`config.mk`:
```
export PLATFORM = sky130hd
export DESIGN_NAME = rot_mailbox
export DESIGN_NICKNAME = d
export VERILOG_FILES = /design/src/rtl/tlul2axi_pkg.sv /design/src/rtl/rot_mailbox_pkg.sv /design/src/rtl/rot_mailbox_regs.sv /design/src/rtl/rot_mailbox.sv
export SDC_FILE = /design/constraint.sdc
export NUM_CORES = 1
export LEC_CHECK = 0
export ABC_AREA = 1
export CAP_MARGIN = 20
export CORE_AREA = 2 2 207 209
export CTS_CLUSTER_DIAMETER = 120
export CTS_CLUSTER_SIZE = 25
export DETAILED_ROUTE_END_ITERATION = 10
export DIE_AREA = 0 0 209 211
export GPL_ROUTABILITY_DRIVEN = 0
export PLACE_DENSITY = 0.72
export SLEW_MARGIN = 20
export SYNTH_ARGS = -nofsm -noshare
export SYNTH_HDL_FRONTEND = slang
export SYNTH_SLANG_ARGS = --single-unit
```
`constraint.sdc`:
```
create_clock -name clk_i -period 4.8 [get_ports clk_i]
set_clock_uncertainty 0.05 [all_clocks]
set_input_delay 0.72 -clock clk_i [delete_from_list [all_inputs] [get_ports clk_i]]
set_output_delay 0.72 -clock clk_i [all_outputs]
set_load 0.005 [all_outputs]
```
`src/rtl/tlul2axi_pkg.sv`:
```
// AXI response encodings and the RoT slave-port bundle types.
// Shared by the RoT crossbar and the blocks hanging off its AXI port.
package axi_pkg;
   typedef logic [1:0] resp_t;
   localparam resp_t RESP_OKAY   = 2'b00;
   localparam resp_t RESP_EXOKAY = 2'b01;
   localparam resp_t RESP_SLVERR = 2'b10;
   localparam resp_t RESP_DECERR = 2'b11;
endpackage

package tlul2axi_pkg;
   localparam int unsigned AXI_SLV_PORT_DATA_WIDTH = 64;
   localparam int unsigned AXI_ADDR_WIDTH = 32;
   localparam int unsigned AXI_ID_WIDTH = 4;
   localparam int unsigned AXI_STRB_WIDTH = AXI_SLV_PORT_DATA_WIDTH / 8;

   typedef logic [AXI_ADDR_WIDTH-1:0] addr_t;
   typedef logic [AXI_ID_WIDTH-1:0] id_t;
   typedef logic [AXI_SLV_PORT_DATA_WIDTH-1:0] data_t;
   typedef logic [AXI_STRB_WIDTH-1:0] strb_t;

   typedef struct packed {
      id_t         id;
      addr_t       addr;
      logic [7:0]  len;
      logic [2:0]  size;
      logic [1:0]  burst;
      logic [5:0]  atop;
      logic        user;
   } aw_chan_t;

   typedef struct packed {
      data_t       data;
      strb_t       strb;
      logic        last;
      logic        user;
   } w_chan_t;

   typedef struct packed {
      id_t           id;
      axi_pkg::resp_t resp;
      logic          user;
   } b_chan_t;

   typedef struct packed {
      id_t         id;
      addr_t       addr;
      logic [7:0]  len;
      logic [2:0]  size;
      logic [1:0]  burst;
      logic        user;
   } ar_chan_t;

   typedef struct packed {
      id_t           id;
      data_t         data;
      axi_pkg::resp_t resp;
      logic          last;
      logic          user;
   } r_chan_t;

   typedef struct packed {
      aw_chan_t aw;
      logic     aw_valid;
      w_chan_t  w;
      logic     w_valid;
      logic     b_ready;
      ar_chan_t ar;
      logic     ar_valid;
      logic     r_ready;
   } slv_req_t;

   typedef struct packed {
      logic     aw_ready;
      logic     ar_ready;
      logic     w_ready;
      logic     b_valid;
      b_chan_t  b;
      logic     r_valid;
      r_chan_t  r;
   } slv_rsp_t;
endpackage

```
`src/rtl/rot_mailbox_pkg.sv`:
```
// Register map, FSM states and response codes of the RoT mailbox.
package rot_mailbox_pkg;
   localparam logic [2:0] CTRL_IDX = 3'd7;
   localparam int unsigned HOST_DB = 0;
   localparam int unsigned ROT_CLR = 1;

   localparam axi_pkg::resp_t RspOkay = axi_pkg::RESP_OKAY;
   localparam axi_pkg::resp_t RspSlvErr = axi_pkg::RESP_SLVERR;

   typedef enum logic [1:0] {
      W_IDLE,
      W_DATA,
      W_RESP
   } wr_state_e;

   typedef enum logic {
      R_IDLE,
      R_DATA
   } rd_state_e;
endpackage

```
`src/rtl/rot_mailbox_regs.sv`:
```
// Mailbox payload words, the two doorbell flags and their priority.
module rot_mailbox_regs
   import rot_mailbox_pkg::*;
#(
   parameter int unsigned NumDataWords = 4,
   parameter int unsigned DataWidth = 64
) (
   input  logic                          clk_i,
   input  logic                          rst_i,
   input  logic                          we_i,
   input  logic [2:0]                    widx_i,
   input  logic [DataWidth-1:0]          wdata_i,
   input  logic [DataWidth/8-1:0]        wstrb_i,
   output logic                          werr_o,
   input  logic [2:0]                    ridx_i,
   output logic [DataWidth-1:0]          rdata_o,
   output logic                          rerr_o,
   input  logic                          host_doorbell_i,
   input  logic                          host_ack_i,
   output logic                          irq_rot_o,
   output logic                          irq_host_o,
   output logic [NumDataWords*DataWidth-1:0] mbox_data_o
);
   localparam logic [2:0] NumW = 3'(NumDataWords);

   logic [DataWidth-1:0] data_q [NumDataWords];
   logic host_q, host_d;
   logic rot_q, rot_d;
   logic ctrl_we;

   assign ctrl_we = we_i && (widx_i == CTRL_IDX) && wstrb_i[0];
   assign werr_o = !((widx_i == CTRL_IDX) || (widx_i < NumW));

   // Setting a flag wins over clearing it in the same cycle.
   always_comb begin
      host_d = host_q;
      if (host_ack_i) host_d = 1'b0;
      if (ctrl_we && wdata_i[HOST_DB]) host_d = 1'b1;
      rot_d = rot_q;
      if (ctrl_we && wdata_i[ROT_CLR]) rot_d = 1'b0;
      if (host_doorbell_i) rot_d = 1'b1;
   end

   always_ff @(posedge clk_i) begin
      if (rst_i) begin
         host_q <= 1'b0;
         rot_q  <= 1'b0;
         for (int i = 0; i < NumDataWords; i++) data_q[i] <= '0;
      end else begin
         host_q <= host_d;
         rot_q  <= rot_d;
         for (int i = 0; i < NumDataWords; i++) begin
            if (we_i && (widx_i == 3'(i))) begin
               for (int b = 0; b < DataWidth/8; b++) begin
                  if (wstrb_i[b]) data_q[i][8*b +: 8] <= wdata_i[8*b +: 8];
               end
            end
         end
      end
   end

   always_comb begin
      rdata_o = '0;
      rerr_o  = 1'b1;
      if (ridx_i == CTRL_IDX) begin
         rdata_o[HOST_DB] = host_q;
         rdata_o[ROT_CLR] = rot_q;
         rerr_o = 1'b0;
      end
      for (int i = 0; i < NumDataWords; i++) begin
         if (ridx_i == 3'(i)) begin
            rdata_o = data_q[i];
            rerr_o  = 1'b0;
         end
      end
   end

   for (genvar i = 0; i < NumDataWords; i++) begin : g_out
      assign mbox_data_o[i*DataWidth +: DataWidth] = data_q[i];
   end

   assign irq_rot_o  = rot_q;
   assign irq_host_o = host_q;
endmodule

```
`src/rtl/rot_mailbox.sv`:
```
// AXI4 slave front end of the RoT/host doorbell mailbox.
module rot_mailbox
   import rot_mailbox_pkg::*;
#(
   parameter int unsigned NumDataWords = 4,
   localparam int unsigned DataWidth = tlul2axi_pkg::AXI_SLV_PORT_DATA_WIDTH,
   localparam int unsigned IdxLsb = $clog2(DataWidth/8)
) (
   input  logic                          clk_i,
   input  logic                          rst_i,
   input  tlul2axi_pkg::slv_req_t        axi_req_i,
   output tlul2axi_pkg::slv_rsp_t        axi_rsp_o,
   input  logic                          host_doorbell_i,
   input  logic                          host_ack_i,
   output logic                          irq_rot_o,
   output logic                          irq_host_o,
   output logic [NumDataWords*DataWidth-1:0] mbox_data_o
);
   wr_state_e wstate_q;
   rd_state_e rstate_q;
   logic aw_ready_q, w_ready_q, b_valid_q;
   logic ar_ready_q, r_valid_q;
   tlul2axi_pkg::b_chan_t b_q;
   tlul2axi_pkg::r_chan_t r_q;
   tlul2axi_pkg::id_t wid_q;
   logic [2:0] widx_q;
   logic werr_q;
   logic [7:0] rcnt_q;

   logic aw_hs, w_hs, b_hs, ar_hs, r_hs;
   logic we, map_werr, map_rerr;
   logic [2:0] ridx;
   logic [DataWidth-1:0] rdata;
   logic unused_req;

   assign aw_hs = axi_req_i.aw_valid && aw_ready_q;
   assign w_hs  = axi_req_i.w_valid && w_ready_q;
   assign b_hs  = b_valid_q && axi_req_i.b_ready;
   assign ar_hs = axi_req_i.ar_valid && ar_ready_q;
   assign r_hs  = r_valid_q && axi_req_i.r_ready;
   assign ridx  = axi_req_i.ar.addr[IdxLsb+2:IdxLsb];
   assign we    = w_hs && axi_req_i.w.last && !werr_q;
   assign unused_req = ^axi_req_i;

   rot_mailbox_regs #(
      .NumDataWords(NumDataWords),
      .DataWidth   (DataWidth)
   ) u_regs (
      .clk_i          (clk_i),
      .rst_i          (rst_i),
      .we_i           (we),
      .widx_i         (widx_q),
      .wdata_i        (axi_req_i.w.data),
      .wstrb_i        (axi_req_i.w.strb),
      .werr_o         (map_werr),
      .ridx_i         (ridx),
      .rdata_o        (rdata),
      .rerr_o         (map_rerr),
      .host_doorbell_i(host_doorbell_i),
      .host_ack_i     (host_ack_i),
      .irq_rot_o      (irq_rot_o),
      .irq_host_o     (irq_host_o),
      .mbox_data_o    (mbox_data_o)
   );

   always_ff @(posedge clk_i) begin
      if (rst_i) begin
         wstate_q   <= W_IDLE;
         aw_ready_q <= 1'b0;
         w_ready_q  <= 1'b0;
         b_valid_q  <= 1'b0;
         b_q        <= '0;
         wid_q      <= '0;
         widx_q     <= '0;
         werr_q     <= 1'b0;
      end else begin
         unique case (wstate_q)
            W_IDLE: begin
               aw_ready_q <= 1'b1;
               if (aw_hs) begin
                  aw_ready_q <= 1'b0;
                  w_ready_q  <= 1'b1;
                  wid_q      <= axi_req_i.aw.id;
                  widx_q     <= axi_req_i.aw.addr[IdxLsb+2:IdxLsb];
                  werr_q     <= (axi_req_i.aw.len != '0) ||
                                (axi_req_i.aw.atop != '0);
                  wstate_q   <= W_DATA;
               end
            end
            W_DATA: begin
               if (w_hs && axi_req_i.w.last) begin
                  w_ready_q <= 1'b0;
                  b_valid_q <= 1'b1;
                  b_q.id    <= wid_q;
                  b_q.resp  <= (werr_q || map_werr) ? RspSlvErr : RspOkay;
                  wstate_q  <= W_RESP;
               end
            end
            W_RESP: begin
               if (b_hs) begin
                  b_valid_q  <= 1'b0;
                  aw_ready_q <= 1'b1;
                  wstate_q   <= W_IDLE;
               end
            end
            default: wstate_q <= W_IDLE;
         endcase
      end
   end

   // Bursts return zero data with SLVERR; rcnt_q counts beats still owed.
   always_ff @(posedge clk_i) begin
      if (rst_i) begin
         rstate_q   <= R_IDLE;
         ar_ready_q <= 1'b0;
         r_valid_q  <= 1'b0;
         r_q        <= '0;
         rcnt_q     <= '0;
      end else begin
         unique case (rstate_q)
            R_IDLE: begin
               ar_ready_q <= 1'b1;
               if (ar_hs) begin
                  ar_ready_q <= 1'b0;
                  r_valid_q  <= 1'b1;
                  r_q.id     <= axi_req_i.ar.id;
                  rcnt_q     <= axi_req_i.ar.len;
                  rstate_q   <= R_DATA;
                  if (axi_req_i.ar.len == '0) begin
                     r_q.data <= rdata;
                     r_q.resp <= map_rerr ? RspSlvErr : RspOkay;
                     r_q.last <= 1'b1;
                  end else begin
                     r_q.data <= '0;
                     r_q.resp <= RspSlvErr;
                     r_q.last <= 1'b0;
                  end
               end
            end
            R_DATA: begin
               if (r_hs) begin
                  if (r_q.last) begin
                     r_valid_q  <= 1'b0;
                     ar_ready_q <= 1'b1;
                     rstate_q   <= R_IDLE;
                  end else begin
                     rcnt_q   <= rcnt_q - 8'd1;
                     r_q.last <= (rcnt_q == 8'd1);
                  end
               end
            end
            default: rstate_q <= R_IDLE;
         endcase
      end
   end

   always_comb begin
      axi_rsp_o          = '0;
      axi_rsp_o.aw_ready = aw_ready_q;
      axi_rsp_o.w_ready  = w_ready_q;
      axi_rsp_o.b_valid  = b_valid_q;
      axi_rsp_o.b        = b_q;
      axi_rsp_o.ar_ready = ar_ready_q;
      axi_rsp_o.r_valid  = r_valid_q;
      axi_rsp_o.r        = r_q;
   end
endmodule

```
==> out/results.tsv <==
metric	value	unit
outcome	complete, no violations	
required	4.92	ns
cts_buffers	18	
end_kind	register	
wl_per_cell	19.4	µm
die_x	209	µm
drive_gt1_share	3.55	%
cts.reportedPaths.clkPinSlew	0.11	ns
crit_arrival	3.30	ns
synth_seq_cells	357	
fin_tns_setup	0	ns
worstPathMaxFanout	16	
initial_core_util	39.9	%
synth_top_area_share	46.1	%
worstSetupPathType	input port to register	
power.density	269	nW/µm²
drt_wl_total	57400	µm
core-area	41800	µm²
synthArstFlopShare	0	%
hp-class	register to register	
cts_num_sinks	357	
io_pins	531	
synth-seq-area-share	58.3	%
grt_usage	25.5	%
clk_latency	0.54	ns
num_rows	75	
grt_max_degree	91	
wl_met2	27800	µm
cts_max_path_buffers	3	
final_common_cell	nor2_1	
drt-met1-wl	22100	µm
antenna_found_initial	4	
min_period	3.18	ns
drtPass1Iterations	5	
synth_edf_count	256	
tightest_slew	1.12	ns
yosys-top-cells-area	edfxtp_1 (46%), nor2_1 (15%), dfxtp_1 (12%)	
vias_per_cell	5.18	
die_h	211	µm
hold_viol	0	
dpl.hpwl	40700	µm
grt_first_pass_wirelength	86200	µm
synth_top_area_cell	edfxtp_1	
avgSynthCellArea	8.31	µm²
maxCapViolations	0	
cellLeakagePower	8.88	nW
power.total	5.98	mW
cts-root-buf	clkbuf_16	
synthFlopType	edfxtp_1	
cts_hold_buf	0	
start_kind	input port	
cts_tree	built	
first_global_vias	14778	
h-tree-depth	1	
fin_nets	2599	
drcViolationCount	0	
overflow	0	
yosys.cell_types.count	28	
port_buffers	455	
antenna_left	0	
wl_met3	5200	µm
fin_crit_sh	66.2	%
vias	15329	
rsz0062_at_grt	no	
syn_to_final_growth	33.4	%
dieArea	44100	µm²
post-cts-setup-buffers	0	
yosysWarnings	0	
top_layer_used	met5	
post_synth_instance_area	16700	µm²
fmax	315	MHz
setup_viol	0	
max-slew-margin-rel	24.6	%
slew_viol_final	0	
layout_common_cells	nor2_1 (657), clkdlybuf4s50_1 (452), nand2_1 (273)	
drt_iter0_drc	1437	
synthCells	2005	
peakVddDrop	0.000207	V
cts.repair.resized	0	
-- registers in the layout, summed over array words and instances, names as in the netlist --
register,count
rstate_q,1
u_regs.irq_host_o,1
axi_rsp_o,75
w_ready_q,1
werr_q,1
wid_q,4
widx_q,3
ar_ready_q,1
wstate_q,2
r_valid_q,1
u_regs.irq_rot_o,1
b_valid_q,1
rcnt_q,8
u_regs.data_q,256
aw_ready_q,1
-- stage by stage --
step	setup WS [ns]	cell area (µm²)	utilization [%]	hold slack, ns	instances
finish	1.62	22200	53.2	0.430	2961
global route	1.50	22200	53.2	0.447	2961
CTS	1.63	22200	53.2	0.429	2959
detailed placement	1.07	21700	51.9	0.410	2927
global placement	1.13	21700	51.9	0.405	2927
floorplan	2.34	16700	-	0.394	2008
-- critical path, stage by stage --
cell and delay [ns]:
clkdlybuf4s50_1 0.49, nand3_1 0.18, nor2_4 0.23, nand4_2 0.61, o21ai_1 1.07
-- worst paths after layout --
| check | start | endpoint | slack (ns) | cells after the start |
|---|---|---|---|---|
| max | axi_req_i[55] | u_regs.data_q[2][59] | 1.62 | 5 |
| min | axi_rsp_o[5] | axi_rsp_o[5] | 0.43 | 2 |
| max reg2reg | w_ready_q | u_regs.data_q[2][59] | 1.92 | 4 |
| min reg2reg | axi_rsp_o[5] | axi_rsp_o[5] | 0.43 | 2 |
-- cell type report --
| cell class | count | area [µm²] |
|---|---|---|
| sequential | 357 | 9710 |
| clock inverter | 1 | 20.0 |
| antenna | 2 | 5.00 |
| fill | 3827 | 19500 |
| tap | 539 | 674 |
| inverter | 219 | 828 |
| timing repair buffer | 497 | 4880 |
| clock buffer | 31 | 520 |
| multi-input combinational | 1315 | 5590 |
-- layer usage --
| layer | vias up | GRT usage [%] |
|---|---|---|
| li1 | 7232 | - |
| met1 | 7164 | 32.0 |
| met2 | 797 | 42.8 |
| met3 | 134 | 5.03 |
| met4 | 2 | 10.9 |
| met5 | - | 0 |
-- power breakdown --
group / switching (mW) / internal, mW / total [mW] / leakage, nW
combinational: 0.423 / 0.319 / 0.742 / 5.16
sequential: 0.0755 / 3.39 / 3.46 / 3.46
clock: 1.01 / 0.761 / 1.77 / 0.258
total: 1.51 / 4.47 / 5.98 / 8.88
-- kinds of logic after synthesis --
group | Yosys count | synth area share, %
and+or+nand+nor | 1213 | 30.3
DFF | 357 | 58.3
buffers and inverters | 336 | 8.30
AOI/OAI and AO/OA | 96 | 2.91
adders and majority gates | 2 | 0.150
other | 1 | 0.0225
-- cell usage after synthesis, types with 2 or more instances --
| cell | count |
|---|---|
| nor2_4 | 3 |
| o211ai_1 | 2 |
| clkbuf_1 | 52 |
| nand3_1 | 197 |
| nand2_1 | 273 |
| nor2_1 | 657 |
| buf_4 | 16 |
| nand2_2 | 4 |
| edfxtp_1 | 256 |
| inv_1 | 214 |
| dfxtp_1 | 101 |
| a21oi_1 | 29 |
| o21ai_1 | 2 |
| buf_2 | 43 |
| or2_2 | 2 |
| nand4_2 | 4 |
| ha_1 | 2 |
| nand4_1 | 66 |
| inv_2 | 5 |
| nor3_1 | 3 |
| buf_1 | 5 |
| o21ai_0 | 63 |
Power figures use the tool's default switching activity.
